<file path="config.mk">
export PLATFORM = sky130hd
export DESIGN_NAME = reg_scoreboard
export DESIGN_NICKNAME = d
export VERILOG_FILES = /design/src/rtl/reg_scoreboard.sv
export SDC_FILE = /design/constraint.sdc
export NUM_CORES = 1
export LEC_CHECK = 0
export ABC_CLOCK_PERIOD_IN_PS = 8320
export CORE_ASPECT_RATIO = 1.2
export CORE_MARGIN = 1.5
export CORE_UTILIZATION = 58
export CTS_CLUSTER_DIAMETER = 30
export DETAILED_ROUTE_END_ITERATION = 7
export PLACE_DENSITY = 0.87
export SYNTH_ARGS = -nofsm -noshare
export SYNTH_HDL_FRONTEND = slang
export SYNTH_SLANG_ARGS = --single-unit
</file>
<file path="constraint.sdc">
create_clock -name i_CLK -period 8.32 [get_ports i_CLK]
set_clock_uncertainty 0.1 [all_clocks]
set_input_delay 1.664 -clock i_CLK [delete_from_list [all_inputs] [get_ports i_CLK]]
set_output_delay 1.664 -clock i_CLK [all_outputs]
set_load 0.02 [all_outputs]
</file>
<file path="src/rtl/reg_scoreboard.sv">
// Register scoreboard: tracks pending writes per register, reports RAW busy and WAW issue stall.
// Issue sets a pending bit, writeback clears it, and flush clears all of them; o_ERR is sticky.
module reg_scoreboard #(
  parameter int unsigned ADDR_WIDTH = 5,
  parameter int unsigned NUM_REGS   = 2 ** ADDR_WIDTH,
  parameter int unsigned ZERO_REG   = 1,
  parameter int unsigned WB_BYPASS  = 1
) (
  input  logic                  i_CLK,
  input  logic                  i_RSTn,
  input  logic                  i_FLUSH,
  input  logic                  i_ISSUE_VALID,
  input  logic [ADDR_WIDTH-1:0] i_ISSUE_RD,
  output logic                  o_ISSUE_READY,
  input  logic                  i_WB_VALID,
  input  logic [ADDR_WIDTH-1:0] i_WB_RD,
  input  logic [ADDR_WIDTH-1:0] i_RS1,
  input  logic [ADDR_WIDTH-1:0] i_RS2,
  output logic                  o_RS1_BUSY,
  output logic                  o_RS2_BUSY,
  output logic [NUM_REGS-1:0]   o_PENDING,
  output logic [ADDR_WIDTH:0]   o_COUNT,
  output logic                  o_ERR
);

  localparam int unsigned CW = ADDR_WIDTH + 1;
  localparam logic [NUM_REGS-1:0] ONE   = NUM_REGS'(1);
  localparam logic [NUM_REGS-1:0] ZMASK = (ZERO_REG != 0) ? ~ONE : '1;

  logic [NUM_REGS-1:0] pending_q, pending_d;
  logic [CW-1:0]       count_q, count_d;
  logic                err_q, err_d;

  logic [NUM_REGS-1:0] iss_oh, wb_oh;
  logic                issue_accept, iss_set, wb_hit, wb_clr;

  function automatic logic in_range(input logic [ADDR_WIDTH-1:0] idx);
    return 32'(idx) < NUM_REGS;
  endfunction

  // One-hot decode; out-of-range indices decode to zero.
  function automatic logic [NUM_REGS-1:0] dec(input logic [ADDR_WIDTH-1:0] idx);
    return in_range(idx) ? (ONE << idx) : '0;
  endfunction

  function automatic logic busy(input logic [ADDR_WIDTH-1:0] rs,
                                input logic [NUM_REGS-1:0]   pend,
                                input logic                  wb_v,
                                input logic [ADDR_WIDTH-1:0] wb_rd);
    logic b;
    b = |(pend & dec(rs) & ZMASK);
    if ((WB_BYPASS != 0) && wb_v && (wb_rd == rs)) b = 1'b0;
    return b;
  endfunction

  always_comb begin
    pending_d    = pending_q;
    count_d      = count_q;
    err_d        = err_q;
    iss_oh       = dec(i_ISSUE_RD) & ZMASK;
    wb_oh        = dec(i_WB_RD);
    o_ISSUE_READY = ~(|(pending_q & dec(i_ISSUE_RD)));
    issue_accept = i_ISSUE_VALID & o_ISSUE_READY;
    iss_set      = issue_accept & (|iss_oh);
    wb_hit       = |(pending_q & wb_oh);
    wb_clr       = i_WB_VALID & wb_hit;
    o_RS1_BUSY   = busy(i_RS1, pending_q, i_WB_VALID, i_WB_RD);
    o_RS2_BUSY   = busy(i_RS2, pending_q, i_WB_VALID, i_WB_RD);

    if (i_FLUSH) begin
      pending_d = '0;
      count_d   = '0;
    end else begin
      if (issue_accept && !in_range(i_ISSUE_RD)) err_d = 1'b1;
      if (i_WB_VALID && !wb_hit) err_d = 1'b1;
      pending_d = (pending_q | (iss_set ? iss_oh : '0)) & ~(wb_clr ? wb_oh : '0);
      count_d   = count_q + CW'(iss_set) - CW'(wb_clr);
    end
  end

  always_ff @(posedge i_CLK or negedge i_RSTn) begin
    if (!i_RSTn) begin
      pending_q <= '0;
      count_q   <= '0;
      err_q     <= 1'b0;
    end else begin
      pending_q <= pending_d;
      count_q   <= count_d;
      err_q     <= err_d;
    end
  end

  assign o_PENDING = pending_q;
  assign o_COUNT   = count_q;
  assign o_ERR     = err_q;

endmodule

</file>
Word level (Yosys, flattened, before mapping)
Cells that the tools add are included.
{"block": "totals", "ff_bits": 39, "in_bits": 25, "output_inout_bits": 42, "word_cells": 39}
{"block": "op_classes", "add_sub_neg": 2, "n_eq_ne": 2, "n_shift": 4, "muxes": 6, "bitwise": 12, "reduce_logical": 10}
{"cell": "32-bit AND", "n": 5}
{"cell": "1-bit by 5-bit left shift with 32-bit output (first input constant)", "n": 4}
{"cell": "32-bit 2-to-1 mux", "n": 3}
{"cell": "31-bit OR reduction", "n": 3}
{"cell": "32-bit OR reduction", "n": 2}
{"cell": "32-bit inverter", "n": 1}
{"cell": "32-bit bitwise OR", "n": 1}
{"cell": "5-bit == test", "n": 2}
{"cell": "6-bit by 1-bit adder with 6-bit output", "n": 1}
{"cell": "6-bit 2-to-1 mux", "n": 1}
{"cell": "6-bit by 1-bit subtractor with 6-bit output", "n": 1}
{"cell": "1-bit AND", "n": 3}
{"cell": "1-bit logical AND", "n": 3}
{"cell": "1-bit 2-to-1 mux", "n": 2}
{"cell": "1-bit inverter", "n": 2}
{"cell": "2-bit AND reduction", "n": 1}
{"cell": "1-bit logical NOT", "n": 1}

Depth between registers and ports, before layout
Gate-level depths: netlist (run 1).
{"block": "depth", "depth_word": 10, "depth_mapped": 17, "depth_no_buf": 15}

Worst setup path after synthesis (run 1)
No wires, ideal clock.
{"block": "synth_timing", "path_type": "input to output", "startpoint": "input i_ISSUE_RD[1]", "endpoint": "output o_ISSUE_READY", "t_arrival_ns": 3.195, "required_ns": 6.556, "path_slack_ns": 3.361, "path_stages": 8, "cell_sequence": "buf_2 buf_6 mux2i_1 o32ai_1 a311oi_1 and2_1 buf_4 nor2b_1"}
{"block": "synth_between", "elab_chain_cells": 4}
{"item": "from (decl)", "line": "13", "rtl": "input logic [ADDR_WIDTH-1:0] i_ISSUE_RD,"}
{"item": "1-bit by 5-bit left shift with 32-bit output", "line": "43", "rtl": "return in_range(idx) ? (ONE << idx) : '0;"}
{"item": "32-bit AND", "line": "62", "rtl": "o_ISSUE_READY = ~(|(pending_q & dec(i_ISSUE_RD)));"}
{"item": "32-bit OR reduction", "line": "62"}
{"item": "1-bit inverter", "line": "62"}
{"item": "to (decl)", "line": "14", "rtl": "output logic o_ISSUE_READY,"}
Every way passes these cells.

Final worst setup path (run 1)
{"block": "layout_timing", "startpoint": "input i_ISSUE_RD[0]", "endpoint": "output o_ISSUE_READY"}
The elaborated chain is that of the path after synthesis.

==> flow_summary.json, run 1 <==
{
  "floorplan.rows": 32,
  "outcome": "complete, no violations",
  "postCtsSetupBuffers": 0,
  "setup_total_negative_slack_ns": 0,
  "gr-usage-all-layers": 0.410,
  "setup_viol_count_final": 0,
  "yosys_warnings": 0,
  "hold_end": "o_ERR",
  "detailroute.via_count": 4211,
  "synth_top_area_share": 0.259,
  "post-route-period-util": 0.781,
  "ctsRootBufferMaster": "clkbuf_8",
  "post-synth-top-count-cell": "dfrtp_1",
  "gp_routability_congestion": 0.995,
  "detail_route.first_pass.iterations": 5,
  "ctsLongestPathBuffers": 2,
  "num_io_pins": 67,
  "post_synthesis_share_of_cell_area_spent_on_xor_and_xnor_gates": 0.0349,
  "ant_nets": 0,
  "insertion_delay_ns": 0.29,
  "ctsHtreeMaxLevel": 2,
  "antenna_found_initial": 0,
  "compound_gate_portion_of_the_synthesized_area": 0.274,
  "filler_cells": 513,
  "worstMarginPinSlew_ns": 0.868,
  "post_placement_cell_count": 564,
  "max_freq_ghz": 0.154,
  "synth_area_leader_cell": "dfrtp_1",
  "tritoncts_clock_tree": "done",
  "maximum_number_of_pins_on_one_net_before_global_route_repair": 40,
  "detailedPlace.worstSlack_ns": 1.92,
  "critical_path_required_ns": 6.56,
  "worst_slack_ns": 1.82,
  "power_density_over_cell_area_nw_per_um2": 125,
  "avgViaCountPerCell": 7.37,
  "area_growth_from_synthesis_to_layout_pct": 17.7,
  "nNetsFinal": 518,
  "critical_path_class": "in2out",
  "synth-adder-area-share": 0.0252,
  "ys_seq_elements": 39,
  "detail_route.wirelength_um": 14000,
  "overall_die_height_um": 91.3,
  "tritoncts_num_sinks": 39,
  "synth-edff-count": 0,
  "via_count_of_the_first_global_routing_pass": 4010,
  "route.top_layer_used": "met4",
  "yosys.cell_types.count": 64,
  "layout.cells.non_filler": 571,
  "slew-limit-headroom": 0.420,
  "worstHoldPathCells": 1,
  "clkSlewWorstSetupHoldPaths_ns": 0.07,
  "wire_per_inst_um": 24.5,
  "vdd_drop_max_mv": 0.129,
  "die_width_um": 76.6,
  "detail_route.wirelength.met1_um": 5470,
  "synth.mux.area_fraction": 0.0969,
  "dominant_combinational_cell_family_by_area_after_synthesis": "compound AO/OA/AOI/OAI gates",
  "drive_gt1_frac": 0.0597,
  "placeableCoreArea_um2": 6370,
  "net_count_of_the_mapped_netlist": 484,
  "synth_common_cells": "dfrtp_1 (39), nor2_1 (36), nand2_1 (31), a31oi_1 (26), mux2i_1 (23)",
  "cts_buffer_count": 5,
  "final-max-slew-violation-count": 0,
  "synthSimpleGateAreaFrac": 0.238,
  "drt_iter0_markers": 654,
  "regToRegSetupSlack_ns": 4.40,
  "holdCritStartpoint": "o_ERR",
  "crit_path_time_final_ns": 6.50,
  "wl_met3_um": 1410,
  "startpoint_type": "input port",
  "dieArea_um2": 6990,
  "cts_hold_buf": 0,
  "asyncSetResetFlopFracSynth": 1.00,
  "path_max_fanout": 24,
  "setup_repair_after_global_routing_missed_its_margin": "false",
  "cell_by_cell_trace_of_the_critical_path": "clkdlybuf4s50_1 > mux2i_1 > o32ai_1 > a311oi_1 > and2_1 > nor2b_1 > clkdlybuf4s50_1",
  "portBuffers": 66,
  "timing_hold_violations_final": 0,
  "reg2reg_to": "o_COUNT[4]",
  "critPathMostFrequentCell": "clkdlybuf4s50_1",
  "cells_resized_by_post_cts_repair": 0,
  "gr-total-overflow": 0,
  "post_synth.cell_area_avg_um2": 8.34,
  "synthTopCellsByArea": "dfrtp_1 (26%), mux2i_1 (6.1%), a31oi_1 (4.3%)",
  "yosysSeqAreaShare": 0.259,
  "multi_input_gate_area_um2": 2520,
  "ff_latch_area_um2": 976,
  "drc": 0,
  "mappedNetlistArea_um2": 3770,
  "netlist_instances": 452,
  "critical_path.max_stage_delay_ns": 0.99,
  "reg2reg_from": "o_PENDING[31]",
  "grt_pass1_wl_um": 21700,
  "cap_violations": 0,
  "effective_utilization_at_floorplan": 0.592,
  "synth_ff_type": "dfrtp_1",
  "r2r_cells": 13,
  "kind_of_capture_point_of_the_worst_setup_path": "output pin",
  "leakage_nw": 1.63,
  "highest_delay_cell_along_the_critical_path": "clkdlybuf4s50_1",
  "critical_path_arrival_ns": 4.74,
  "met2_layer_wire_length_in_the_routed_design_um": 6100,
  "detailed_place_hpwl_um": 9730,
  "min_path_type": "reg2reg",
  "antennaDiodeCount": 0
}
cells by family after synthesis:
| kind of cell | Yosys count |
|---|---|
| AOI/OAI and AO/OA | 135 |
| xor gates and xnor gates | 15 |
| adders and majority gates | 7 |
| buffers and inverters | 60 |
| DFF | 39 |
| muxes | 34 |
| and+or+nand+nor | 162 |
flip-flops by register name (all words and copies together), names as in the netlist:
register / flops
o_COUNT: 6
o_ERR: 1
o_PENDING: 32
through the flow:
| stage | total power [mW] | hold WS [ns] | utilization | instance area [µm²] |
|---|---|---|---|---|
| floorplan | 0.357 | 0.492 | - | 3770 |
| global placement | 0.421 | 0.360 | 0.683 | 4350 |
| detailed placement | 0.425 | 0.366 | 0.683 | 4350 |
| CTS | 0.551 | 0.382 | 0.697 | 4430 |
| global route | 0.580 | 0.418 | 0.697 | 4430 |
| finish | 0.553 | 0.380 | 0.697 | 4430 |
how the worst max path moves through the flow:
stage,start,to,slack (ns),cells past startpoint
floorplan,i_ISSUE_RD[1],o_ISSUE_READY,3.36,8
global placement,i_ISSUE_RD[2],o_ISSUE_READY,1.99,7
detailed placement,i_ISSUE_RD[0],o_ISSUE_READY,1.92,7
CTS,i_ISSUE_RD[1],o_ISSUE_READY,1.90,6
global route,i_ISSUE_RD[2],o_ISSUE_READY,1.69,7
finish,i_ISSUE_RD[0],o_ISSUE_READY,1.82,7
layout make-up:
class / count / share of cell area
clock buffer: 6 / 0.0186
clock inverter: 1 / 0.00113
inverter: 18 / 0.0152
multi-input combinational: 353 / 0.568
sequential: 39 / 0.220
tap: 85 / 0.0240
timing repair buffer: 69 / 0.153
worst max-delay path, delay by kind of cell:
family	cells	cell delay, ns
AO/OA/AOI/OAI	2	0.53
buffers and inverters	2	1.61
multiplexers	1	0.29
AND/OR/NAND/NOR	2	0.63
layout by cell type (no fill, tap or decap), types with 3 or more instances in the layout:
cell,synthesis,final
clkdlybuf4s50_1,0,65
a21oi_1,16,16
a211oi_1,8,8
nor3_1,10,10
clkbuf_8,0,6
a41oi_1,8,8
a22oi_1,6,6
xor2_1,10,10
a311oi_2,3,3
nand2b_1,7,7
nor2_1,36,36
nand2_1,31,31
nand3_1,7,7
dfrtp_1,39,39
nand4b_1,4,4
ha_1,6,6
nor2b_1,12,12
nor3b_1,4,4
o21ai_0,12,12
and2_1,8,8
a2bb2oi_1,4,4
a31oi_1,26,26
xnor2_1,5,5
o32ai_1,6,6
a22o_1,4,4
mux2_2,10,10
a32oi_1,6,6
buf_4,1,3
nor4_1,9,9
mux2i_1,23,23
nand3b_1,15,15
and3_1,5,5
a311oi_1,17,17
inv_1,17,17
per-layer routing:
metal,track usage,vias to the layer above
met3,0.0693,91
met1,0.520,2014
met2,0.624,302
met4,0.304,0
li1,-,1804
met5,0,-
power by group:
part	switching, mW	internal [mW]	leakage (nW)	total (mW)
logic	0.122	0.0885	1.05	0.210
clock network	0.0631	0.0650	0.0470	0.128
registers	0.0140	0.201	0.533	0.215
total	0.199	0.354	1.63	0.553
(Power assumes the default switching activity.)
==> run 2, diff against run 1 <==
==> config.mk (replaced) <==
export PLATFORM = sky130hd
export DESIGN_NAME = reg_scoreboard
export DESIGN_NICKNAME = d
export VERILOG_FILES = /design/src/rtl/reg_scoreboard.sv
export SDC_FILE = /design/constraint.sdc
export NUM_CORES = 1
export LEC_CHECK = 0
export ABC_CLOCK_PERIOD_IN_PS = 5700
export CORE_ASPECT_RATIO = 1.2
export CORE_MARGIN = 1.5
export CORE_UTILIZATION = 49
export CTS_CLUSTER_DIAMETER = 30
export DETAILED_ROUTE_END_ITERATION = 7
export PLACE_DENSITY = 0.78
export SYNTH_ARGS = -nofsm -noshare
export SYNTH_HDL_FRONTEND = slang
export SYNTH_SLANG_ARGS = --single-unit
==> constraint.sdc (replaced) <==
create_clock -name i_CLK -period 5.7 [get_ports i_CLK]
set_clock_uncertainty 0.1 [all_clocks]
set_input_delay 1.14 -clock i_CLK [delete_from_list [all_inputs] [get_ports i_CLK]]
set_output_delay 1.14 -clock i_CLK [all_outputs]
set_load 0.02 [all_outputs]
==> run 2 against run 1 <==
Cell count up 2.8%. Count of clock-buffer cells in the layout unchanged. Die area up 18%.
==> flow_summary.json, run 2 (same netlist as run 1, synthesis figures left out) <==
{
  "portBuffers": 66,
  "critical_path_class": "in2out",
  "setup_total_negative_slack_ns": 0,
  "timing_hold_violations_final": 0,
  "placeableCoreArea_um2": 7360,
  "ant_nets": 0,
  "via_count_of_the_first_global_routing_pass": 3972,
  "clock_power_share": 0.231,
  "slew-limit-headroom": 0.368,
  "pwr-share-comb": 0.383,
  "final_cell_mix": "clkdlybuf4s50_1 (65), dfrtp_1 (39), nor2_1 (36)",
  "antennaDiodeCount": 0,
  "area_growth_from_synthesis_to_layout_pct": 20.0,
  "met2_layer_wire_length_in_the_routed_design_um": 6710,
  "internal_power_uw": 522,
  "final-max-slew-violation-count": 0,
  "worstMarginPinSlew_ns": 0.939,
  "avgViaCountPerCell": 7.23,
  "tritoncts_num_sinks": 39,
  "floorplan.rows": 34,
  "insertion_delay_ns": 0.29,
  "drc": 0,
  "postCtsSetupBuffers": 0,
  "detail_route.wirelength.met1_um": 5720,
  "detail_route.wirelength_um": 14900,
  "min_path_type": "reg2reg",
  "max_freq_ghz": 0.187,
  "layout.cells.most_common": "clkdlybuf4s50_1",
  "ctsRootBufferMaster": "clkbuf_8",
  "route.top_layer_used": "met4",
  "cap_violations": 0,
  "ctsLongestPathBuffers": 2,
  "critical_path_arrival_ns": 4.10,
  "die_width_um": 83.1,
  "post-route-period-util": 0.937,
  "num_io_pins": 67,
  "drive_gt1_frac": 0.0805,
  "drt_iter0_markers": 446,
  "startpoint_type": "input port",
  "kind_of_capture_point_of_the_worst_setup_path": "output pin",
  "cts_hold_buf": 0,
  "detail_route.first_pass.iterations": 5,
  "dieArea_um2": 8230,
  "power_density_over_cell_area_nw_per_um2": 180,
  "gr-total-overflow": 0,
  "nNetsFinal": 529,
  "clkSlewWorstSetupHoldPaths_ns": 0.07,
  "antenna_found_initial": 0,
  "tritoncts_clock_tree": "done",
  "swShare": 0.358,
  "overall_die_height_um": 99.1,
  "gr-usage-all-layers": 0.361,
  "wire_per_inst_um": 25.4,
  "cells_resized_by_post_cts_repair": 0,
  "effective_utilization_at_floorplan": 0.512,
  "pwr-share-seq": 0.386,
  "ctsHtreeMaxLevel": 2,
  "path_max_fanout": 13,
  "detailed_place_hpwl_um": 10500,
  "detailroute.via_count": 4246,
  "outcome": "complete, no violations",
  "p_sw_uw": 291,
  "final_core_utilization": 0.615,
  "wl_met3_um": 1560,
  "cts_buffer_count": 5,
  "critical_path_required_ns": 4.46,
  "grt_pass1_wl_um": 22700,
  "crit_path_time_final_ns": 5.34,
  "gp_routability_congestion": 1.02,
  "setup_viol_count_final": 0,
  "leakage_nw": 1.69,
  "vdd_drop_max_mv": 0.260,
  "maximum_number_of_pins_on_one_net_before_global_route_repair": 40,
  "largest_register_ff_count": 32,
  "setup_repair_after_global_routing_missed_its_margin": "false"
}
==> run 2: cell types whose count changed in the layout (fill, tap and decap cells not counted) <==
cell	delta
buf_4	+11
==> run 2: path summary, 6_finish.rpt <==
check                               from            end  slack, ns  depth (start not counted)
max reg2reg                 o_PENDING[4]     o_COUNT[4]       1.89                         14
min in group asynchronous         i_RSTn     o_COUNT[2]       0.85                          1
min                                o_ERR          o_ERR       0.39                          1
min reg2reg                        o_ERR          o_ERR       0.39                          1
max in group asynchronous         i_RSTn  o_PENDING[30]       4.11                          1
max                        i_ISSUE_RD[0]  o_ISSUE_READY       0.36                          8
==> run 2: cell type report <==
type / instances / area [µm²]
clock inverter: 1 / 5.00
sequential: 39 / 976
clock buffer: 6 / 82.6
timing repair buffer: 80 / 761
multi-input combinational: 353 / 2520
inverter: 18 / 67.6
tap: 90 / 113
fill: 663 / 2840
==> run 2: critical path, stage by stage <==
cell and delay, ns:
clkdlybuf4s50_1 0.74, buf_4 0.27, mux2i_1 0.22, o32ai_1 0.11
a311oi_1 0.52, and2_1 0.27, nor2b_1 0.20, clkdlybuf4s50_1 0.63
==> run 2: per-layer routing <==
metal / GRT usage / vias to the layer above
met5: 0 / -
met4: 0.224 / 0
met2: 0.558 / 340
met3: 0.0662 / 66
li1: - / 1829
met1: 0.469 / 2011
==> run 2: through the flow <==
step / cell area, µm² / hold WS (ns) / power [mW] / std cells / setup slack (ns)
global placement: 4440 / 0.359 / 0.621 / 580 / 0.559
CTS: 4520 / 0.400 / 0.813 / 587 / 0.481
global route: 4520 / 0.397 / 0.855 / 587 / 0.300
detailed placement: 4440 / 0.383 / 0.625 / 580 / 0.436
finish: 4520 / 0.386 / 0.813 / 587 / 0.356
floorplan: 3770 / 0.492 / 0.521 / 452 / 1.41
==> run 2: power by group through the flow <==
stage | logic, mW | registers, mW | clock network (mW)
4_1_cts | 0.309 | 0.313 | 0.191
5_1_grt | 0.340 | 0.314 | 0.200
3_5_place_dp | 0.307 | 0.318 | 0
3_3_place_gp | 0.303 | 0.318 | 0
2_1_floorplan | 0.190 | 0.331 | 0
6_report | 0.311 | 0.314 | 0.188
